File: config.mk
export PLATFORM = sky130hd
export DESIGN_NAME = down_counter_timer
export DESIGN_NICKNAME = d
export VERILOG_FILES = /design/src/rtl/down_counter_timer.sv
export SDC_FILE = /design/constraint.sdc
export NUM_CORES = 1
export LEC_CHECK = 0
export ABC_CLOCK_PERIOD_IN_PS = 2080
export CORE_ASPECT_RATIO = 1.75
export CORE_UTILIZATION = 45
export DETAILED_ROUTE_END_ITERATION = 8
export GPL_ROUTABILITY_DRIVEN = 1
export PLACE_DENSITY = 0.71
export SYNTH_ARGS = -nofsm -noshare
export SYNTH_HDL_FRONTEND = slang
export SYNTH_SLANG_ARGS = --single-unit
File: constraint.sdc
create_clock -name clk -period 2.08 [get_ports clk]
set_input_delay 0.208 -clock clk [delete_from_list [all_inputs] [get_ports clk]]
set_output_delay 0.208 -clock clk [all_outputs]
set_load 0.05 [all_outputs]
File: src/rtl/down_counter_timer.sv
// Loadable down-counting timer with one-shot / auto-reload modes, pause and abort.
// Q decrements once per clk in RUN; a registered one-cycle expired pulse marks the zero crossing.
module down_counter_timer #(
  parameter int WIDTH        = 8,
  parameter int DEFAULT_LOAD = 128
) (
  input  logic             clk,
  input  logic             rst_n,
  input  logic             start,
  input  logic [WIDTH-1:0] load_val,
  input  logic             periodic,
  input  logic             pause,
  input  logic             abort,
  output logic [WIDTH-1:0] Q,
  output logic             busy,
  output logic             ready,
  output logic             expired
);

  typedef enum logic [1:0] {IDLE, RUN, HOLD} state_t;

  state_t           state_q, state_d;
  logic [WIDTH-1:0] q_q, q_d;
  logic [WIDTH-1:0] reload_q, reload_d;
  logic             periodic_q, periodic_d;
  logic             busy_q, busy_d;
  logic             expired_q, expired_d;
  logic [WIDTH-1:0] load_eff;

  // A zero load would expire immediately, so it is replaced by the default period.
  assign load_eff = (load_val == '0) ? WIDTH'(DEFAULT_LOAD) : load_val;

  always_ff @(posedge clk or negedge rst_n) begin
    if (!rst_n) begin
      state_q    <= IDLE;
      q_q        <= '0;
      reload_q   <= '0;
      periodic_q <= 1'b0;
      busy_q     <= 1'b0;
      expired_q  <= 1'b0;
    end else begin
      state_q    <= state_d;
      q_q        <= q_d;
      reload_q   <= reload_d;
      periodic_q <= periodic_d;
      busy_q     <= busy_d;
      expired_q  <= expired_d;
    end
  end

  always_comb begin
    state_d    = state_q;
    q_d        = q_q;
    reload_d   = reload_q;
    periodic_d = periodic_q;
    busy_d     = busy_q;
    expired_d  = 1'b0;
    case (state_q)
      IDLE: begin
        if (start) begin
          q_d        = load_eff;
          reload_d   = load_eff;
          periodic_d = periodic;
          state_d    = RUN;
          busy_d     = 1'b1;
        end
      end
      RUN: begin
        if (abort) begin
          q_d     = '0;
          state_d = IDLE;
          busy_d  = 1'b0;
        end else if (pause) begin
          state_d = HOLD;
        end else if (q_q != '0) begin
          q_d = q_q - WIDTH'(1);
        end else begin
          expired_d = 1'b1;
          if (periodic_q) begin
            q_d = reload_q;
          end else begin
            state_d = IDLE;
            busy_d  = 1'b0;
          end
        end
      end
      HOLD: begin
        // Leaving HOLD costs one cycle; counting restarts on the cycle after that.
        if (abort) begin
          q_d     = '0;
          state_d = IDLE;
          busy_d  = 1'b0;
        end else if (!pause) begin
          state_d = RUN;
        end
      end
      default: begin
        state_d = IDLE;
        q_d     = '0;
        busy_d  = 1'b0;
      end
    endcase
  end

  assign Q       = q_q;
  assign busy    = busy_q;
  assign ready   = ~busy_q;
  assign expired = expired_q;

  // Once running with a non-zero count, Q can only hold, decrement or clear.
  a_no_increment: assert property (@(posedge clk) disable iff (!rst_n)
    (state_q != IDLE && q_q != '0) |=> (q_q <= $past(q_q)));

  a_expired_cause: assert property (@(posedge clk) disable iff (!rst_n)
    expired_q |-> ($past(q_q) == '0 && !$past(abort) && !$past(pause)));

  a_busy_state: assert property (@(posedge clk) disable iff (!rst_n)
    busy_q == (state_q != IDLE));

  c_periodic_reload: cover property (@(posedge clk) disable iff (!rst_n)
    (busy_q && periodic_q && q_q == '0) ##1 (q_q == reload_q));

endmodule

**Word level (Yosys, flattened, before mapping)**

Index checks and enable logic that the tools add are counted.

- Register bits after elaboration: 21
- Output and inout port bits: 11
- Word-level logic and storage cells: 53

- $add $sub $neg: 1
- Eq/ne operators: 11
- Mux-type cells: 27
- Bitwise logic cells: 1
- Reduce and logical (&&, ||, !) cells: 7

Operators by type and width:

| operator | number |
|---|---|
| 2-to-1 mux 8 bit | 7 |
| case mux 8 bit (3 select lines) | 1 |
| 2-to-1 mux 2 bit | 7 |
| != test 3 bit, second input constant | 4 |
| != test 4 bit, second input constant | 3 |
| 2-to-1 mux 1 bit | 10 |
| logical NOT 8 bit | 1 |
| AND reduction 4 bit | 2 |
| nonzero test 8 bit | 1 |
| subtractor 8 x 1 -> 8 bit, second input constant | 1 |
| case mux 2 bit (3 select lines) | 1 |
| AND reduction 5 bit | 1 |
| != test 2 bit, second input constant | 2 |
| case mux 1 bit (3 select lines) | 1 |
| equality test 2 x 1 -> 1 bit, second input constant | 1 |
| equality test 2 bit, second input constant | 1 |
| logical NOT 2 bit | 1 |
| AND reduction 2 bit | 1 |
| inverter 1 bit | 1 |

**Longest topological paths before layout**

- Depth after elaboration: 5
- Mapped depth: 8

**Worst setup path before layout**

OpenSTA, ideal clock, no wires.

- Path type: register to register
- From: register q_q[0], in the netlist Q[0]
- To: register q_q[4], in the netlist Q[4]
- Library setup time: 0.129 ns
- Arrival time: 2.026 ns
- Required time: 1.951 ns
- Setup slack: -0.075 ns
- Cell stages (with the launch flop): 9
- Period minus slack after synthesis: 2.155 ns
- Cells stage by stage: dfrtp_1 -> inv_1 -> ha_1 -> nor3b_1 -> nand2_2 -> buf_2 -> and4_1 -> a221oi_1 -> o21ai_0

- Cells in the longest elaborated chain, start to end: 5
- Elaborated cells between the ends (all ways): 8

RTL lines:

| what | line | RTL |
|---|---|---|
| start: declaration | 23 | `logic [WIDTH-1:0] q_q, q_d;` |
| start signal: assignment | 43 | `q_q <= q_d;` |
| subtractor 8 x 1 -> 8 bit or nonzero test 8 bit (tied branches) | 76, 75 |  |
| 2-to-1 mux 8 bit | 75 | `end else if (q_q != '0) begin` |
| 2-to-1 mux 8 bit | 73 | `end else if (pause) begin` |
| 2-to-1 mux 8 bit | 69 | `if (abort) begin` |
| case mux 8 bit (3 select lines) | 58 | `case (state_q)` |

Several ways; a longest one is shown, not always the timed one. The select of a mux whose other input is x is not followed.
A chain may end at the register's enable or synchronous reset.

**Final worst setup path**

- From: register q_q[0], in the netlist Q[0]
- To: register q_q[5], in the netlist Q[5]

The elaborated chain is that of the path after synthesis.

==> run metrics <==
DP Area 1570 um^2; final total power 2.51 mW; die width 41.5 um; Final #Nets 174; I/O Pins 25; crit path max fanout 4; num rows 24; routability cong. 0.985; post-CTS resize count 0; H-tree levels 1; post-synth net total 137; dominant cells by area after synthesis dfrtp_1, mux2_2, o21ai_0; RSZ-0062 raised after global routing true; CTS clk-pin slew, worst paths 0.08 ns; most common cell in the synthesized netlist dfrtp_1; Final min period 1.97 ns; ys flop type dfrtp_1; Max VDD drop 744 uV; initial antenna violation count 0; synthesized flop and latch total 21; Vias 1125; largest net degree at the start of global routing 22; vias in the first global route 1150; Crit Reg-Reg Endpoint Q[5]; share of layout cells above drive strength 1 0.217; Core Region 2550 um^2; fin crit share 0.946; Congestion Overflow GR 0; Final Skew 0.00218 ns; All-Layer GR Usage 0.235; crit-path max cell delay 0.38 ns; WP data arrival 2.12 ns; worst skew pair latency 0.26 ns; Initial Utilization 0.482; R2R Path Start Q[0]; Ys Warns 0; CP Class flop to flop; fin area 1620 um^2; Buffers on Ports 24; clk buf depth 2; FFs w/ async S/R, synth 1.00; Avg Vias per Cell 6.15; TritonCTS clock tree built; worst min path class input port to asynchronous set/reset pin; WP data required 2.23 ns; status finished clean; DP HPWL 2350 um; P_leak 0.678 nW; Slew @ Worst Pin 0.507 ns; Die Ht 71.2 um; n_diodes 0; maxcap violations 0; die footprint 2950 um^2; synth unique cells 42; Hold Slack 0.289 ns; Layout Utilization 0.634; # DRC 0; Slew Viols, Final 0; first-pass GRT wire length 5300 um; cell taking the most area after synthesis dfrtp_1; Pre-antenna DRT Iters 4; CP endpoint kind flop; final WL 3210 um; Max Fclk 508 MHz; Post-synth EDFFs 0; Final Hold Fails 0; final setup vio count 0; CTS sink count 21; Cell Area, Synth 1230 um^2; antenna-violating nets left 0; setup TNS 0 ns; Fill cells 214; Setup crit start kind flop; sequential-to-total area share from yosys stat 0.427; commonest cells in the netlist dfrtp_1, nand2_1, o21ai_0; Syn Inst Count 121; PD cells 1550 nW/um^2; DRT iter0 DRCs 44; Post-CTS Setup Bufs 0; TritonCTS buffer count 3; worst reg2reg path depth 8; Syn Area/Cell 10.2 um^2; crit-path cells inv_1 > ha_1 > nor3b_4 > buf_4 > mux2_2 > a22oi_1 > nor2_1 > o21a_1; hold buffers post-CTS 0; Slew headroom 0.661; slowest stage cell on the critical path dfrtp_1; Area growth syn-to-layout 31.6%; post-synth top area share 0.427; reg2reg setup slack 0.11 ns; CTS root buf clkbuf_8; WL/cell 17.5 um
critical path: cells and delay by family, from the launching register on:
kind	cells	cell delay [ns]
simple gates	2	0.33
compound gates	2	0.36
flops	1	0.38
fa+ha+maj	1	0.19
buf+inv	2	0.29
mux	1	0.33
power breakdown:
group          switching (mW)  leakage (nW)  total (mW)  internal [mW]
registers               0.170         0.259       0.744          0.575
clock network           0.134        0.0228       0.270          0.136
logic                   0.855         0.396        1.49          0.637
through the flow:
| step | instances | worst slack [ns] |
|---|---|---|
| global placement | 179 | 0.112 |
| CTS | 183 | 0.0899 |
| floorplan | 121 | 0.0268 |
| detailed placement | 179 | 0.111 |
| finish | 183 | 0.113 |
| global route | 183 | -0.0237 |
registers in the layout (all words and copies together), names as in the netlist:
| name | count |
|---|---|
| periodic_q | 1 |
| state_q | 2 |
| reload_q | 8 |
| expired | 1 |
| Q | 8 |
| busy | 1 |
routing by layer:
layer	track usage	wire length [um]	vias up
met2	0.431	1770	52
met5	0	0	-
met4	0.129	109	0
met3	0.0204	155	12
met1	0.259	1170	542
li1	-	-	519
logic make-up (layout without fill, tap and decap cells):
group                    after synthesis  after routing  synth area share
AO/OA/AOI/OAI                         34             34             0.197
XOR/XNOR                               2              2            0.0142
adder cells (fa/ha/maj)                2              2            0.0203
buffers and inverters                  9             45            0.0458
flip-flops                            21             21             0.427
multiplexers                          10             10            0.0916
AND/OR/NAND/NOR                       43             43             0.203
placed cells by master (no fill, tap or decap), drive strengths merged, types with 2 or more instances in the layout:
cell and count:
o21ai 12, clkdlybuf4s50 24, mux2 10, a22o 2
nor4 2, buf 14, o211ai 2, dfrtp 21
nand2b 2, nand2 14, nor3b 3, and3 3
a22oi 2, o31ai 2, nor2 6, inv 3
nand4 2, ha 2, clkbuf 4, nor3 4
a21oi 6
worst max path at each step:
| stage | from | to | slack, ns | cells past startpoint |
|---|---|---|---|---|
| 5_1_grt | Q[0] | Q[1] | -0.02 | 8 |
| 6_report | Q[0] | Q[5] | 0.11 | 8 |
| 4_1_cts | Q[0] | Q[5] | 0.09 | 8 |
| 2_1_floorplan | Q[0] | Q[4] | 0.03 | 8 |
| 3_5_place_dp | abort | Q[7] | 0.11 | 6 |
| 3_3_place_gp | Q[0] | Q[1] | 0.11 | 8 |
area by class of cell:
type	instances	area, um^2	area share
clock buffers	4	45.0	0.0278
multi-input cells	91	659	0.407
repair buffers	38	345	0.213
well taps	26	32.5	0.0201
inverters	3	11.3	0.00696
flip-flops and latches	21	526	0.325
(Power assumes the default switching activity.)
